`src/rtl/typed_frame_tx_if.sv`:
```
// ---------------------------------------------------------------------------
// typed_frame_tx_if
//
// Purpose: byte stream between the typed frame transmitter and its sink.
//
// Handshake: a byte transfers on every rising clock edge where valid && ready
// are both high. Once valid is raised, the source holds data and valid stable
// until that transfer happens. The sink may drive ready freely, and ready may
// depend on valid.
//
// Signals:
//   data   [7:0]  byte presented by the source
//   valid         data holds a byte that has not been taken yet
//   ready         sink can take the byte this cycle
//
// Modports:
//   master  source side (drives data/valid, samples ready)
//   slave   sink side   (samples data/valid, drives ready)
// ---------------------------------------------------------------------------
interface typed_frame_tx_if;
  logic [7:0] data;
  logic       valid;
  logic       ready;

  modport master (output data, output valid, input ready);
  modport slave  (input data, input valid, output ready);
endinterface

```
`src/rtl/typed_frame_tx.sv`:
```
// ---------------------------------------------------------------------------
// typed_frame_tx
//
// Purpose: when start is accepted, takes a snapshot of a set of typed values.
// It then sends them as one frame on an 8-bit valid/ready stream:
//   HEADER, [SEQ], reg8, reg8_signed, reg32, reg32_signed, int, longint,
//   bits65 (9 bytes, top byte = {7'b0, bit64}), CSUM
// Each field goes out little-endian as its raw bit pattern. CSUM is the XOR of
// the 31 payload bytes. It does not include HEADER or SEQ.
//
// Optional feature: define TYPED_FRAME_TX_SEQNUM_EN to insert an 8-bit
// sequence byte after HEADER. The counter starts at 0 and advances on every
// done pulse. Without the macro the frame is 33 bytes and has no SEQ state.
//
// Parameters:
//   HEADER    first byte of every frame
//   IDLE_GAP  idle cycles after the CSUM transfer before start is accepted (0..15)
//
// Ports:
//   clk, rst         clock; asynchronous active-high reset
//   start            one-cycle request; honoured only in IDLE with no gap pending
//   in_*             value fields sampled on the accepting edge
//   tx               byte stream (master side): data, valid, ready
//   busy             frame in progress, from start accept to CSUM transfer
//   done             one-cycle pulse in the cycle after the CSUM transfer
//   dbg_state        current FSM state, for observation
// ---------------------------------------------------------------------------
module typed_frame_tx #(
  parameter logic [7:0]  HEADER   = 8'hA5,
  parameter int unsigned IDLE_GAP = 0
) (
  input  logic                    clk,
  input  logic                    rst,
  input  logic                    start,
  input  logic [7:0]              in_reg8,
  input  logic [7:0]              in_reg8_signed,
  input  logic [31:0]             in_reg32,
  input  logic [31:0]             in_reg32_signed,
  input  logic [31:0]             in_int,
  input  logic [63:0]             in_longint,
  input  logic [64:0]             in_bits65,
  typed_frame_tx_if.master        tx,
  output logic                    busy,
  output logic                    done,
  output logic [2:0]              dbg_state
);

`ifdef TYPED_FRAME_TX_SEQNUM_EN
  typedef enum logic [2:0] {
    S_IDLE    = 3'd0,
    S_HDR     = 3'd1,
    S_SEQ     = 3'd2,
    S_PAYLOAD = 3'd3,
    S_CSUM    = 3'd4
  } state_t;
`else
  typedef enum logic [2:0] {
    S_IDLE    = 3'd0,
    S_HDR     = 3'd1,
    S_PAYLOAD = 3'd3,
    S_CSUM    = 3'd4
  } state_t;
`endif

  localparam logic [4:0] LAST_IDX = 5'd30;
  localparam logic [3:0] GAP_LOAD = 4'(IDLE_GAP);

  state_t       state_q;
  state_t       state_d;
  logic [4:0]   idx_q;
  logic [247:0] payload_q;
  logic [7:0]   csum_q;
  logic [3:0]   gap_q;
  logic         done_q;
  logic [7:0]   data_c;
  logic [7:0]   pay_byte;
  logic         hs;
  logic         start_ok;

`ifdef TYPED_FRAME_TX_SEQNUM_EN
  logic [7:0]   seq_q;
`endif

  // Payload image, byte 0 in the low bits. Each field is stored LSB-first, so
  // walking the byte index gives the little-endian field order directly.
  assign pay_byte = payload_q[{idx_q, 3'b000} +: 8];

  assign hs       = tx.valid && tx.ready;
  assign start_ok = start && (state_q == S_IDLE) && (gap_q == 4'd0);

  assign tx.valid  = (state_q != S_IDLE);
  assign tx.data   = data_c;
  assign busy      = (state_q != S_IDLE);
  assign done      = done_q;
  assign dbg_state = state_q;

  // Next state and byte mux. data is 0 whenever nothing is offered.
  always_comb begin
    state_d = state_q;
    data_c  = 8'h00;
    case (state_q)
      S_IDLE: begin
        if (start_ok) state_d = S_HDR;
      end
      S_HDR: begin
        data_c = HEADER;
        if (hs) begin
`ifdef TYPED_FRAME_TX_SEQNUM_EN
          state_d = S_SEQ;
`else
          state_d = S_PAYLOAD;
`endif
        end
      end
`ifdef TYPED_FRAME_TX_SEQNUM_EN
      S_SEQ: begin
        data_c = seq_q;
        if (hs) state_d = S_PAYLOAD;
      end
`endif
      S_PAYLOAD: begin
        data_c = pay_byte;
        if (hs && (idx_q == LAST_IDX)) state_d = S_CSUM;
      end
      S_CSUM: begin
        data_c = csum_q;
        if (hs) state_d = S_IDLE;
      end
      default: state_d = S_IDLE;
    endcase
  end

  always_ff @(posedge clk or posedge rst) begin
    if (rst) begin
      state_q   <= S_IDLE;
      idx_q     <= 5'd0;
      payload_q <= '0;
      csum_q    <= 8'h00;
      gap_q     <= 4'd0;
      done_q    <= 1'b0;
    end else begin
      state_q <= state_d;
      done_q  <= 1'b0;

      if (start_ok) begin
        payload_q <= {7'b0, in_bits65, in_longint, in_int, in_reg32_signed,
                      in_reg32, in_reg8_signed, in_reg8};
        csum_q    <= 8'h00;
        idx_q     <= 5'd0;
      end

      // Index wraps to 0 as the last payload byte leaves, ready for the next frame.
      if ((state_q == S_PAYLOAD) && hs) begin
        csum_q <= csum_q ^ pay_byte;
        idx_q  <= (idx_q == LAST_IDX) ? 5'd0 : idx_q + 5'd1;
      end

      // The gap starts counting on the CSUM transfer, so with IDLE_GAP=0 a
      // start in the done cycle is already accepted.
      if ((state_q == S_CSUM) && hs) begin
        done_q <= 1'b1;
        gap_q  <= GAP_LOAD;
      end else if ((state_q == S_IDLE) && (gap_q != 4'd0)) begin
        gap_q <= gap_q - 4'd1;
      end
    end
  end

`ifdef TYPED_FRAME_TX_SEQNUM_EN
  always_ff @(posedge clk or posedge rst) begin
    if (rst) begin
      seq_q <= 8'h00;
    end else if (done_q) begin
      seq_q <= seq_q + 8'h01;
    end
  end
`endif

endmodule

```
`src/flat_wrapper.sv`:
```
// flat-port wrapper written by rule: the top's interface ports become plain ports
module typed_frame_tx_flat 
#(
  parameter logic [7:0]  HEADER   = 8'hA5,
  parameter int unsigned IDLE_GAP = 0
)
  (clk, rst, start, in_reg8, in_reg8_signed, in_reg32, in_reg32_signed, in_int, in_longint, in_bits65, busy, done, dbg_state, tx_data, tx_valid, tx_ready);
  typed_frame_tx_if tx_i ();
  input  logic clk;
  input  logic rst;
  input  logic start;
  input  logic [7:0] in_reg8;
  input  logic [7:0] in_reg8_signed;
  input  logic [31:0] in_reg32;
  input  logic [31:0] in_reg32_signed;
  input  logic [31:0] in_int;
  input  logic [63:0] in_longint;
  input  logic [64:0] in_bits65;
  output logic busy;
  output logic done;
  output logic [2:0] dbg_state;
  output wire logic [$bits(tx_i.data)-1:0] tx_data;
  output wire logic [$bits(tx_i.valid)-1:0] tx_valid;
  input wire logic [$bits(tx_i.ready)-1:0] tx_ready;
  assign tx_data = tx_i.data;
  assign tx_valid = tx_i.valid;
  assign tx_i.ready = tx_ready;
  typed_frame_tx #(.HEADER(HEADER), .IDLE_GAP(IDLE_GAP)) u_core (.clk(clk), .rst(rst), .start(start), .in_reg8(in_reg8), .in_reg8_signed(in_reg8_signed), .in_reg32(in_reg32), .in_reg32_signed(in_reg32_signed), .in_int(in_int), .in_longint(in_longint), .in_bits65(in_bits65), .tx(tx_i), .busy(busy), .done(done), .dbg_state(dbg_state));
endmodule
```
`config.mk`:
```
export PLATFORM = sky130hd
export DESIGN_NAME = typed_frame_tx_flat
export DESIGN_NICKNAME = d
export VERILOG_FILES = /design/src/rtl/typed_frame_tx_if.sv /design/src/rtl/typed_frame_tx.sv /design/src/flat_wrapper.sv
export SDC_FILE = /design/constraint.sdc
export NUM_CORES = 1
export LEC_CHECK = 0
export BUFFER_PORTS_ARGS = -buffer_cell sky130_fd_sc_hd__buf_2
export CORE_UTILIZATION = 59
export DETAILED_ROUTE_END_ITERATION = 8
export PLACE_DENSITY = 0.82
export SYNTH_ARGS = -nofsm -noshare
export SYNTH_HDL_FRONTEND = slang
export SYNTH_SLANG_ARGS = --single-unit
```
`constraint.sdc`:
```
create_clock -name clk -period 22.9 [get_ports clk]
set_input_delay 4.58 -clock clk [delete_from_list [all_inputs] [get_ports clk]]
set_output_delay 4.58 -clock clk [all_outputs]
set_load 0.05 [all_outputs]
```
== Word level (Yosys, flattened, before mapping) ==
Index checks and enable logic that the tools add are counted.
Storage, ports and cells
  input port bits: 245
  word-level logic and storage cells: 46
  output and inout port bits: 14
  register bits: 262
Operators by class
  mux-type cells: 14
  bitwise logic cells: 1
  reduce and logical (&&, ||, !) cells: 14
  add/subtract/negate cells: 2
  shifts and indexed selects: 1
  eq/ne operators: 8
Operator list (count)
  248-bit by 9-bit indexed part select with 8-bit output: 1
  8-bit case mux with 3 select lines: 1
  8-bit 2-to-1 mux: 2
  5-bit 2-to-1 mux: 3
  3-bit 2-to-1 mux: 4
  3-bit case mux with 4 select lines: 1
  4-bit 2-to-1 mux: 2
  2-bit by 1-bit != test with 1-bit output, second input constant: 4
  8-bit XOR: 1
  1-bit logical AND: 7
  5-bit by 1-bit adder with 5-bit output, second input constant: 1
  5-bit equality test, second input constant: 1
  4-bit zero test: 1
  4-bit AND reduction: 1
  2-bit nonzero test: 2
  4-bit nonzero test: 1
  4-bit by 1-bit subtractor with 4-bit output, second input constant: 1
  3-bit by 1-bit equality test with 1-bit output, second input constant: 1
  3-bit by 2-bit equality test with 1-bit output, second input constant: 1
  3-bit equality test, second input constant: 1
  3-bit zero test: 1
  3-bit nonzero test: 1
  1-bit 2-to-1 mux: 1

== Depth between registers and ports, before layout ==
  depth in word-level cells: 5
  mapped depth: 9

== Worst setup path before layout ==
No wires, ideal clock.
  path kind: register -> output
  start point: register u_core.idx_q[1]
  end point: output port tx_data[7]
  arrival time: 2521 ps
  required time: 18320 ps
  setup slack: 15799 ps
  stages on the path, launching flop included: 9
  path through: dfrtp_1 > buf_4 > buf_4 > buf_2 > o21ai_0 > nand2_1 > a211oi_1 > nor3_1 > o21ai_0
Between the ends
  word-level cells in the longest chain between the ends: 2
RTL lines
  start, declared: RTL line typed_frame_tx.sv:70  | logic [4:0] idx_q;
  start signal, assigned: RTL line typed_frame_tx.sv:155  | idx_q <= (idx_q == LAST_IDX) ? 5'd0 : idx_q + 5'd1;
  248-bit by 9-bit indexed part select with 8-bit output: RTL line typed_frame_tx.sv:86  | assign pay_byte = payload_q[{idx_q, 3'b000} +: 8];
  8-bit case mux with 3 select lines: RTL line typed_frame_tx.sv:101  | case (state_q)
  end, declared: RTL line flat_wrapper.sv:22  | output wire logic [$bits(tx_i.data)-1:0] tx_data;
Every way passes these cells.

== Final worst setup path ==
  start point: register u_core.idx_q[1]
  end point: output port tx_data[5]
Same word-level chain as after synthesis.

==> results <==
- The flow ran to the end, and the final reports show no timing, DRC or antenna violations.
- The data arrival time at the worst-slack endpoint is 4.17 ns.
- In this run the number of H-tree levels came out at 1.
- Compared with the post-synthesis result, the final layout area differs by 18.1%.
- The endpoint required time on the critical path is 18.32 ns.
- The type of the worst setup path is reg2out.
- Dividing the final minimum period by the clock period gives 38.2%.
- The CTS tree is yes.
- The count of placed standard cells including taps is 1,860.
- In the routed design, unresolved DRC markers number 0.
- In the final layout, the share of cells above drive strength 1 is 20.6%.
- The area share of the leading cell type in the synthesized netlist is 53.1%.
- The footprint of the flip-flops and latches is 6560 sq um.
- The worst hold path was traced through 2 stages.
- The non-filler instance count after layout is 1,911.
- Summed over all failing endpoints, the final setup total negative slack is 0 ns.
- The highest net fanout along the worst path is 83.
- With fillers left out, the area of the finished cells amounts to 14,600 sq um.
- The number of max-cap violations is 0.
- The proportion of register bits with asynchronous set or reset after synthesis is 100%.
- The total clock buffers created by CTS is 27.
- The critical path goes through buf_4 -> mux4_2 -> o22ai_1 -> a211oi_1 -> nor3_1 -> o21ai_0 -> buf_2.
- The maximum achievable frequency is 0.114 GHz.
- Global routing finished with a remaining overflow of 0.
- The number of distinct library cells after synthesis is 54.
- The final layout contains routed wiring with a total length of 33,600 um.
- Sorting the synthesized cells by area gives the leading types as dfrtp_1, nand2_1, mux2i_1.
- The routability-driven placement congestion ratio is 0.916.
- The count of final max-slew check failures is 0.
- The via count normalized by instance count is 5.54.
- The number of hold violations in the final report is 0.
- The overall die area is 21,500 sq um.
- The power per standard cell area is 117 nW/um^2.
- After detailed routing, the average wire length per cell comes to 17.6 um.
- The pre-antenna-repair detailed-routing pass consisted of 6 iterations.
- Entering global routing, the biggest net connects 127 pins.
- The number of nets in the synthesized netlist is 1,659.
- The clock edge transition at the registers on the reported setup and hold paths is 0.06 ns.
- The number of nets with antenna violations after detailed routing is 0.
- The placeable core region is 20,400 sq um.
- The global-route wire length before repair is 53,200 um.
- The worst relative slew slack is 7.14%.
- Measured along the x axis, the die boundary spans 147 um.
- Global routing used 31.6% of the available tracks.
- The number of global-route vias before repair is 10,400.
- For this run, the number of Yosys warnings is 0.
- From bottom edge to top edge, the die measures 147 um.
- In this run the static leakage power is 0.00813 uW.
- The dominant delay contributor by cell family on the critical path is buffers and inverters.
- The overall power is 1710 uW.
- The endpoint class of the critical path is an output pin.
- The setup fix buffers added after clock tree synthesis is 0.
- Buffers placed on the I/O ports in this run total 258.
- The count of standard-cell rows is 52.
- The total via count after detailed routing is 10,600.
- The number of fillers in the final layout is 1,578.
- The gate count after technology mapping is 1,411.
- The worst setup path is launched from a flop.
- Setup repair after global routing left no endpoint under its margin.
- The initial antenna violation count came to 1.
- In this run the worst hold path is classified as reg2reg.
- For the pin with the worst max-slew slack, the measured transition is 1.39 ns.
- The highest cell delay on the worst timing path is 0.95 ns.
- No sink is reached through more buffers than the 3 on the longest clock path.
- The detailed router finished its first iteration with 849 violations.
- The maximum resistive drop on vdd is 68.7 uV.
- The critical path contains buffers and inverters numbering 2 combined.
- The post-cts resize count is 0.
- The count of cells along the worst register-to-register path is 5.
- CTS placed an instance of clkbuf_16 at the clock tree root.
- Sequential elements use 53.1% of the synthesized area.
- The initial utilization of the core area, before any placement, comes to 60.7%.
- The clock latency reported for the late side of the worst-skew pair is 0.54 ns.
- The cell area after synthesis is 12,400 sq um.
- Setup violations remaining at the end of the flow were counted as 0.
- Each instance of the synthesized netlist takes up on average 8.76 sq um.
- CTS saw 262 sinks.
- The largest clock skew in the final design is 0.0169 ns.
- The net count of the finished layout is 1,867.
- The post-placement cell area is 13,600 sq um.
- The number of ports placed on the die boundary is 259.
- The number of synthesized flops with an enable pin is 0.
- In this run the number of cells on the critical path is 7.
- The most common flop cell mapped by yosys is dfrtp_1.
- The largest individual stage delay along the critical path comes from the cell buf_4.
- The HPWL reported at the end of detailed placement is 23,100 um.
- The dominant cell type by area after synthesis is dfrtp_1.
- Summing all multi-input logic gate instances after layout gives 5290 sq um.
- After synthesis the netlist holds a flip-flop and latch count of 262.
- The number of hold buffers added after CTS was 0.
- The smallest clock period supported by the final layout is computed as 8.75 ns.
## final timing paths
check | startpoint | end | slack, ns
hold reg to reg | u_core.payload_q[208] | u_core.payload_q[208] | 0.47
min in group asynchronous | rst | u_core.payload_q[0] | 4.15
setup / recovery | u_core.idx_q[1] | tx_data[5] | 14.15
max in group asynchronous | rst | u_core.csum_q[6] | 17.28
setup reg to reg | u_core.dbg_state[1] | u_core.payload_q[117] | 19.46
hold / removal | u_core.payload_q[208] | u_core.payload_q[208] | 0.47
## cell usage after synthesis (2+ instances only)
library cell  number
a211oi_1           3
a21oi_1            8
a22o_1             2
a22oi_1           33
a31oi_1            5
and2_1             4
buf_2             32
buf_4             10
buf_6              8
clkbuf_1          38
dfrtp_1          262
ha_1               3
inv_1              9
mux2_2             3
mux2i_1           94
mux4_1             5
mux4_2             7
nand2_1          764
nand2b_1           3
nand3_1           18
nand3b_1           7
nor2_1            19
nor2b_1            6
nor3_1             4
o21ai_0           24
o21ai_1            3
o22ai_1            7
o311ai_1           2
o311ai_2           2
xor2_1             2
## flip-flops by register name (all words and copies together) (netlist names)
name and count:
u_core.gap_q 4, u_core.payload_q 241, u_core.csum_q 8, u_core.dbg_state 3
u_core.idx_q 5, u_core.done 1
## cell usage in the layout (no fill, tap or decap), types with 4 or more instances in the layout
master / Yosys / layout
nor2b_1: 6 / 6
mux4_2: 7 / 7
a21oi_1: 8 / 8
nor2_1: 19 / 19
buf_4: 10 / 10
mux4_1: 5 / 5
a22oi_1: 33 / 33
and2_1: 4 / 4
a31oi_1: 5 / 5
nand3_1: 18 / 18
inv_1: 9 / 8
dfrtp_1: 262 / 261
o22ai_1: 7 / 7
clkbuf_8: 0 / 8
nor3_1: 4 / 4
buf_2: 32 / 258
bufinv_16: 0 / 5
nand3b_1: 7 / 7
clkinv_2: 0 / 7
nand2_1: 764 / 763
clkbuf_16: 0 / 27
mux2i_1: 94 / 94
o21ai_0: 24 / 24
## cell families (layout without fill, tap and decap cells)
family | after synthesis | in the layout | share of synthesized area, %
flops | 262 | 262 | 53.1
mux | 109 | 109 | 10.2
xor+xnor | 3 | 3 | 0.213
simple gates | 835 | 835 | 26.4
buf+inv | 99 | 328 | 4.21
other cells | 0 | 1 | 0
compound gates | 100 | 100 | 5.58
fa+ha+maj | 3 | 3 | 0.304
## worst reg2reg max path, stage by stage (launching register included)
cell	delay (ns)
dfrtp_1	0.50
nor3_1	0.49
and3_4	0.96
buf_4	1.04
nand2_1	0.27
nand2_1	0.12
## metrics by stage
stage | setup WS [ns] | util (%) | hold WS [ns]
floorplan | 11.11 | - | 0.437
global placement | 14.90 | 66.8 | 0.451
detailed placement | 14.82 | 66.8 | 0.459
CTS | 14.23 | 71.7 | 0.474
global route | 13.93 | 71.7 | 0.490
finish | 14.15 | 71.7 | 0.470
## routing by layer
metal  GRT usage, %  routed length (um)
met1           41.9               13000
met2           52.2               16300
met3           5.71                2980
met4           11.7                1210
met5              0                   0
## report_power, final
part	internal [uW]	total, uW	leakage (uW)	switching (uW)
sequential	589	702	0.00356	113
clock	298	481	0.000494	184
combinational	207	522	0.00407	315
total	1090	1710	0.00813	612
## cell type report
| class | count | share of cell area [%] |
|---|---|---|
| inverter | 10 | 0.309 |
| timing repair buffer | 268 | 9.36 |
| multi-input combinational | 1050 | 36.3 |
| sequential | 262 | 45.0 |
| antenna | 1 | 0.0171 |
| tap | 270 | 2.31 |
| clock buffer | 36 | 5.41 |
| clock inverter | 14 | 1.38 |
Power figures use the tool's default switching activity.
